--- src/rtl/fcl_pro_stream.sv ---
// fcl_pro_stream: streaming first-layer binary fully-connected engine.
// Each accepted pixel is thermometer-encoded, XNORed against one weight bit
// per neuron, popcounted and accumulated over a frame; the frame result is
// shifted, saturated and presented on a valid/ready output.
module fcl_pro_stream #(
  parameter int PIX_WIDTH = 8,
  parameter int CH_CNT    = 16,
  parameter int PARALLEL  = 8,
  parameter int ACC_WIDTH = 20,
  parameter int OUT_WIDTH = 8,
  parameter int LEN_WIDTH = 10
) (
  input  logic                            clk,
  input  logic                            rst,
  input  logic                            in_valid,
  output logic                            in_ready,
  input  logic signed [PIX_WIDTH-1:0]     in_pix,
  input  logic [PARALLEL-1:0]             in_w,
  input  logic [LEN_WIDTH-1:0]            cfg_len,
  input  logic [$clog2(ACC_WIDTH)-1:0]    cfg_shift,
  output logic                            out_valid,
  input  logic                            out_ready,
  output logic [PARALLEL*OUT_WIDTH-1:0]   out_data,
  output logic [PARALLEL-1:0]             out_sat,
  output logic                            busy
);

  localparam int SH_W     = $clog2(ACC_WIDTH);
  localparam int HALF     = CH_CNT / 2;
  localparam int KW       = PIX_WIDTH + $clog2(CH_CNT) + 2;
  localparam int PC_W     = $clog2(CH_CNT + 1);
  localparam int NEED_ACC = $clog2(HALF * (2 ** LEN_WIDTH)) + 2;

  localparam logic signed [ACC_WIDTH-1:0] O_MAX = ACC_WIDTH'((2 ** (OUT_WIDTH - 1)) - 1);
  localparam logic signed [ACC_WIDTH-1:0] O_MIN = ACC_WIDTH'(-(2 ** (OUT_WIDTH - 1)));

  // The accumulator must never wrap over a maximal-length frame.
  if (ACC_WIDTH < NEED_ACC) begin : g_acc_width_chk
    $error("fcl_pro_stream: ACC_WIDTH too small for CH_CNT/LEN_WIDTH");
  end
  if ((CH_CNT < 2) || (CH_CNT % 2 != 0)) begin : g_ch_cnt_chk
    $error("fcl_pro_stream: CH_CNT must be even and >= 2");
  end

  typedef enum logic [1:0] {
    S_IDLE,
    S_ACCUM,
    S_FLUSH,
    S_OUT
  } state_e;

  state_e                                state_q, state_d;
  logic [LEN_WIDTH-1:0]                  cnt_q, cnt_d;
  logic [LEN_WIDTH-1:0]                  len_q, len_d;
  logic [SH_W-1:0]                       shift_q, shift_d;
  logic                                  ready_en_q;
  logic                                  s1_valid_q, s1_valid_d;
  logic [CH_CNT-1:0]                     s1_therm_q, s1_therm_d;
  logic [PARALLEL-1:0]                   s1_w_q, s1_w_d;
  logic [PARALLEL-1:0][ACC_WIDTH-1:0]    acc_q, acc_d;
  logic [PARALLEL-1:0][OUT_WIDTH-1:0]    out_data_q, out_data_d;
  logic [PARALLEL-1:0]                   out_sat_q, out_sat_d;

  logic                                  accept;
  logic                                  out_load;
  logic                                  out_hs;
  logic [LEN_WIDTH-1:0]                  cnt_inc;
  logic signed [KW-1:0]                  k_raw;
  logic signed [KW-1:0]                  k_cl;
  logic [CH_CNT-1:0]                     therm;
  logic [CH_CNT-1:0]                     xn;
  logic [PC_W-1:0]                       pc;
  logic [PARALLEL-1:0][ACC_WIDTH-1:0]    contrib;
  logic signed [ACC_WIDTH-1:0]           r;

  assign in_ready  = ready_en_q & ((state_q == S_IDLE) | (state_q == S_ACCUM));
  assign accept    = in_valid & in_ready;
  assign out_valid = (state_q == S_OUT);
  assign out_load  = (state_q == S_FLUSH) & ~s1_valid_q;
  assign out_hs    = (state_q == S_OUT) & out_ready;
  assign busy      = (state_q != S_IDLE) | s1_valid_q;
  assign out_data  = out_data_q;
  assign out_sat   = out_sat_q;
  assign cnt_inc   = cnt_q + LEN_WIDTH'(1);

  // Frame sequencing: beat counting, config latching and state transitions.
  always_comb begin
    // NOTE: every combinational output gets a default first so no path leaves it unassigned (no latch).
    state_d = state_q;
    cnt_d   = cnt_q;
    len_d   = len_q;
    shift_d = shift_q;
    unique case (state_q)
      S_IDLE: begin
        if (accept) begin
          len_d   = cfg_len;
          shift_d = cfg_shift;
          cnt_d   = LEN_WIDTH'(1);
          state_d = (cfg_len <= LEN_WIDTH'(1)) ? S_FLUSH : S_ACCUM;
        end
      end
      S_ACCUM: begin
        if (accept) begin
          cnt_d = cnt_inc;
          if (cnt_inc == len_q) state_d = S_FLUSH;
        end
      end
      S_FLUSH: begin
        if (!s1_valid_q) state_d = S_OUT;
      end
      S_OUT: begin
        if (out_ready) state_d = S_IDLE;
      end
      default: state_d = S_IDLE;
    endcase
  end

  // Thermometer encoding of the incoming pixel: k ones from the LSB.
  always_comb begin
    k_raw = KW'(HALF) + KW'(in_pix);
    k_cl  = k_raw;
    if (k_raw < 0) begin
      k_cl = '0;
    end else if (k_raw > KW'(CH_CNT)) begin
      k_cl = KW'(CH_CNT);
    end
    therm = '0;
    for (int j = 0; j < CH_CNT; j++) begin
      therm[j] = (k_cl > KW'(j));
    end
  end

  // Stage 1: capture the encoded pixel and weights on the accept edge.
  always_comb begin
    s1_valid_d = accept;
    s1_therm_d = s1_therm_q;
    s1_w_d     = s1_w_q;
    if (accept) begin
      s1_therm_d = therm;
      s1_w_d     = in_w;
    end
  end

  // Stage 2 datapath: XNOR, popcount and re-centre to a signed contribution.
  always_comb begin
    xn      = '0;
    pc      = '0;
    contrib = '0;
    for (int i = 0; i < PARALLEL; i++) begin
      xn = s1_w_q[i] ? s1_therm_q : ~s1_therm_q;
      pc = '0;
      for (int j = 0; j < CH_CNT; j++) begin
        pc = pc + PC_W'(xn[j]);
      end
      contrib[i] = ACC_WIDTH'(pc) - ACC_WIDTH'(HALF);
    end
  end

  // Accumulators: add stage-2 contributions, clear on the output handshake.
  always_comb begin
    acc_d = acc_q;
    for (int i = 0; i < PARALLEL; i++) begin
      if (out_hs) begin
        acc_d[i] = '0;
      end else if (s1_valid_q) begin
        acc_d[i] = acc_q[i] + contrib[i];
      end
    end
  end

  // Output formation: shift, saturate and load once the pipeline has drained.
  always_comb begin
    out_data_d = out_data_q;
    out_sat_d  = out_sat_q;
    r          = '0;
    if (out_load) begin
      for (int i = 0; i < PARALLEL; i++) begin
        r = $signed(acc_q[i]) >>> shift_q;
        if (r > O_MAX) begin
          out_data_d[i] = O_MAX[OUT_WIDTH-1:0];
          out_sat_d[i]  = 1'b1;
        end else if (r < O_MIN) begin
          out_data_d[i] = O_MIN[OUT_WIDTH-1:0];
          out_sat_d[i]  = 1'b1;
        end else begin
          out_data_d[i] = r[OUT_WIDTH-1:0];
          out_sat_d[i]  = 1'b0;
        end
      end
    end
  end

  // State, pipeline, accumulator and output registers.
  always_ff @(posedge clk or posedge rst) begin
    if (rst) begin
      state_q    <= S_IDLE;
      cnt_q      <= '0;
      len_q      <= '0;
      shift_q    <= '0;
      ready_en_q <= 1'b0;
      s1_valid_q <= 1'b0;
      s1_therm_q <= '0;
      s1_w_q     <= '0;
      acc_q      <= '0;
      out_data_q <= '0;
      out_sat_q  <= '0;
    end else begin
      // NOTE: non-blocking updates so every register samples pre-edge values.
      state_q    <= state_d;
      cnt_q      <= cnt_d;
      len_q      <= len_d;
      shift_q    <= shift_d;
      ready_en_q <= 1'b1;
      s1_valid_q <= s1_valid_d;
      s1_therm_q <= s1_therm_d;
      s1_w_q     <= s1_w_d;
      acc_q      <= acc_d;
      out_data_q <= out_data_d;
      out_sat_q  <= out_sat_d;
    end
  end

endmodule

--- config.mk ---
export PLATFORM = sky130hd
export DESIGN_NAME = fcl_pro_stream
export DESIGN_NICKNAME = d
export VERILOG_FILES = /design/src/rtl/fcl_pro_stream.sv
export SDC_FILE = /design/constraint.sdc
export NUM_CORES = 2
export LEC_CHECK = 0
export BUFFER_PORTS_ARGS = -buffer_cell sky130_fd_sc_hd__buf_2
export CAP_MARGIN = 30
export CELL_PAD_IN_SITES_DETAIL_PLACEMENT = 2
export CELL_PAD_IN_SITES_GLOBAL_PLACEMENT = 2
export CORE_UTILIZATION = 40
export CTS_CLUSTER_DIAMETER = 80
export DETAILED_ROUTE_END_ITERATION = 10
export PLACE_DENSITY_LB_ADDON = 0.1
export RECOVER_POWER = 100
export SETUP_SLACK_MARGIN = 0.05
export SKIP_LAST_GASP = 1
export SYNTH_ARGS = -nofsm -noshare
export SYNTH_HDL_FRONTEND = slang
export SYNTH_SLANG_ARGS = --single-unit
--- constraint.sdc ---
create_clock -name clk -period 12.7 [get_ports clk]
set_clock_uncertainty 0.2 [all_clocks]
set_input_delay 2.54 -clock clk [delete_from_list [all_inputs] [get_ports clk]]
set_output_delay 2.54 -clock clk [all_outputs]
set_load 0.02 [all_outputs]
==> metrics.yaml <==
detailed_routing:
  route.detailed.drc: 0
  detailedRoute.firstPassIterationCount: 5
  via_count: 27800
  detail_route.wl_per_cell_um: 24.6
  route.final.wire_length_mm: 112
  avgViaCountPerCell: 6.11
  drt-initial-drc-count: 1551
  final_antenna_net_count: 0
finish:
  highest_count_cells_in_the_layout_ignoring_fill_and_taps: "sky130_fd_sc_hd__nor2_1 (372), sky130_fd_sc_hd__nand2_1 (366), sky130_fd_sc_hd__dfrtp_1 (279)"
  num_antenna_cells: 0
  share_of_cells_above_drive_strength_1: 0.0983
  most_common_cell_after_layout_fill_and_taps_aside: "sky130_fd_sc_hd__nor2_1"
  number_of_fillers_in_the_final_layout: 8395
  flow.area_growth_from_synthesis_pct: 8.30
  layout.nets: 3874
die:
  floorplan.rows: 100
  die_height_um: 278
  start_util: 0.407
  number_of_top_level_pins: 110
  die_width_um: 278
  design.core.area_um2: 74900
  design.die.area_um2: 77500
clock_network:
  worst_setup_hold_path_clk_slew_ns: 0.06
  cell_at_the_root_of_the_clock_tree: "sky130_fd_sc_hd__clkbuf_16"
  ctsHoldBuffers: 0
  clock-sinks: 285
  htree_num_levels: 2
  clkLatencyLatePin_ns: 0.61
  cts_tree: "done"
  cts_post_setup_buffers_inserted: 0
  numCtsBuffers: 43
  cts.repair.resized: 0
  max-clock-path-buffers: 3
setup_path:
  worst_setup_path_end_kind: "register"
  cp_data_required_time_ns: 13.02
  setup.worst_path.class: "register to register"
  slowest_delay_ns: 4.58
  worstPathArrival_ns: 9.63
  timing.critical_path.cells: "buf_16, clkbuf_1, nor2_1, clkbuf_1, mux2i_1, o21ai_0, a41oi_1, or4_2, a31oi_1, nand2_2, o21ai_0"
  regToRegSetupSlack_ns: 3.39
  crit-reg2reg-launch: "shift_q[0]"
  worst_reg_to_reg_cells: 11
  cp-start-kind: "register"
  r2r_end: "out_data[19]"
  critical_path.max_fanout: 99
  critPathSlowestCell: "sky130_fd_sc_hd__clkbuf_1"
timing:
  period_share: 0.733
  number_of_endpoints_failing_setup_at_the_final_stage: 0
  rsz0062_at_grt: "no"
  totalNegativeSetupSlack_ns: 0
  finalHoldViolCount: 0
  slew_violations: 472
  max_slew.worst_pin.slew_ns: 6.58
  maxClockFrequency_ghz: 0.107
  max-slew-margin-rel: -3.39
  final.min_clock_period_ns: 9.31
global_routing:
  largest_net_degree_at_the_start_of_global_routing: 105
  grt_first_pass_wirelength_mm: 179
  grt_overflow_total: 0
  grt.total_usage: 0.289
  grt_pass1_vias: 30400
  grt_antenna_before_repair: 2
worst_hold_path:
  classification_of_the_worst_slack_hold_path: "register to register"
  worstHoldStart: "out_data[23]"
  min_delay_worst_endpoint: "out_data[23]"
  min_path_cells: 2
outcome:
  outcome: "finished with violations"
  violations: "max-capacitance violations, max-slew violations"
placement:
  dp_hpwl_mm: 81.2
  buffer_ports.inserted: 109
  gpl.final_weighted_congestion: 0.896
synth:
  synth-seq-area-share: 0.234
  number_of_enable_flip_flop_cells_after_synthesis: 0
  main_synth_ff_type: "sky130_fd_sc_hd__dfrtp_1"
  synth_area_um2: 30500
  netlist_instances: 3577
  syn_nets: 3906
  synth_top_cells_by_area: "sky130_fd_sc_hd__dfrtp_1 (23%), sky130_fd_sc_hd__ha_1 (9.0%), sky130_fd_sc_hd__mux2i_1 (7.2%)"
  post_synth.cell_area_avg_um2: 8.54
  synth.ff_latch_count: 285
  async_set_or_reset_register_ratio_after_synthesis: 1.00
  synth_cell_types: 94
  synth-warning-count: 0
  synth_top_cell_by_area: "sky130_fd_sc_hd__dfrtp_1"
  synth_top_area_share: 0.234
flow_run:
  max_cap_viol: 7
[metal layers]
metal	wire (um)	vias to the layer above	GRT usage
li1	-	12800	-
met1	53700	14400	0.406
met2	51800	459	0.476
met3	4050	115	0.0279
met4	2200	2	0.0667
met5	13	-	0
[Yosys cell counts (10+ instances only)]
library cell               count
sky130_fd_sc_hd__a211oi_1     64
sky130_fd_sc_hd__buf_1        31
sky130_fd_sc_hd__clkbuf_1    133
sky130_fd_sc_hd__and3_1       25
sky130_fd_sc_hd__o31a_1       10
sky130_fd_sc_hd__inv_1       170
sky130_fd_sc_hd__dfrtp_1     285
sky130_fd_sc_hd__nor2b_1      39
sky130_fd_sc_hd__mux2i_1     221
sky130_fd_sc_hd__nand2_1     366
sky130_fd_sc_hd__buf_2        40
sky130_fd_sc_hd__a31o_2       11
sky130_fd_sc_hd__a311oi_1     12
sky130_fd_sc_hd__a21o_1       52
sky130_fd_sc_hd__o21ai_0     211
sky130_fd_sc_hd__o311ai_0     11
sky130_fd_sc_hd__mux4_2       62
sky130_fd_sc_hd__xnor2_1     160
sky130_fd_sc_hd__nand3_1      72
sky130_fd_sc_hd__fa_1         75
sky130_fd_sc_hd__and2_1       26
sky130_fd_sc_hd__nand4b_1     10
sky130_fd_sc_hd__a211o_1      29
sky130_fd_sc_hd__buf_4        16
sky130_fd_sc_hd__nor3_1       66
sky130_fd_sc_hd__nand2b_1     31
sky130_fd_sc_hd__a22o_1       21
sky130_fd_sc_hd__a31oi_1      32
sky130_fd_sc_hd__or2_2        17
sky130_fd_sc_hd__o211ai_1     41
sky130_fd_sc_hd__nor2_1      371
sky130_fd_sc_hd__xor2_1       64
sky130_fd_sc_hd__ha_1        219
sky130_fd_sc_hd__o21a_1       32
sky130_fd_sc_hd__o31ai_1      26
sky130_fd_sc_hd__mux2_2       99
sky130_fd_sc_hd__nand4_1      15
sky130_fd_sc_hd__or3_1        10
sky130_fd_sc_hd__a21oi_1     219
[critical path: cells and delay by family, from the launching register on]
family                 cells  cell delay (ns)
flip-flops                 1             0.44
AND/OR/NAND/NOR            3             1.42
AO/OA/AOI/OAI              4             1.13
multiplexers               1             0.24
buffers and inverters      3             5.58
[sequential cells by signal, summed over array words and instances, names as in the netlist]
signal      flops
len_q          10
out_data       64
s1_w_q          8
cnt_q          10
acc_q         160
shift_q         5
ready_en_q      1
s1_valid_q      1
state_q         2
out_sat         8
s1_therm_q     16
[worst max-delay path by stage]
stage | startpoint | depth (start not counted) | slack, ns | endpoint
after floorplan | rst | 1 | 2.10 | acc_q[0]
after global placement | s1_therm_q[0] | 21 | 5.29 | acc_q[119]
after detailed placement | s1_w_q[7] | 23 | 5.25 | acc_q[159]
after CTS | s1_w_q[7] | 23 | 5.20 | acc_q[159]
after global routing | rst | 3 | 2.49 | shift_q[1]
final | shift_q[0] | 11 | 3.39 | out_data[19]
[cell type report]
| class | count | area (um^2) | area share |
|---|---|---|---|
| clock buffer | 55 | 1180 | 0.0357 |
| clock inverter | 25 | 380 | 0.0115 |
| inverter | 174 | 659 | 0.0199 |
| multi-input combinational | 2889 | 21700 | 0.657 |
| sequential | 285 | 7150 | 0.216 |
| tap | 969 | 1210 | 0.0367 |
| timing repair buffer | 152 | 772 | 0.0233 |
[logic make-up after synthesis]
logic type,count (synthesis),synth area share
AOI/OAI and AO/OA,889,0.190
xor gates and xnor gates,224,0.0642
adders and majority gates,294,0.139
buffers and inverters,403,0.0555
DFF,285,0.234
muxes,385,0.156
other,1,0.000123
and+or+nand+nor,1096,0.161
[stage by stage]
| stage | setup WS, ns | hold WS (ns) | utilization | cell area [um^2] | instances |
|---|---|---|---|---|---|
| floorplan | 2.10 | 0.270 | - | 30500 | 3577 |
| global placement | 5.29 | 0.251 | 0.422 | 31600 | 4463 |
| detailed placement | 5.25 | 0.258 | 0.423 | 31700 | 4466 |
| CTS | 5.20 | 0.272 | 0.444 | 33300 | 4546 |
| global route | 2.49 | 0.312 | 0.441 | 33100 | 4549 |
| finish | 3.39 | 0.270 | 0.441 | 33100 | 4549 |
Power is not shown: default switching activity piles up to over one toggle a cycle in this logic, so the estimate is an artifact.
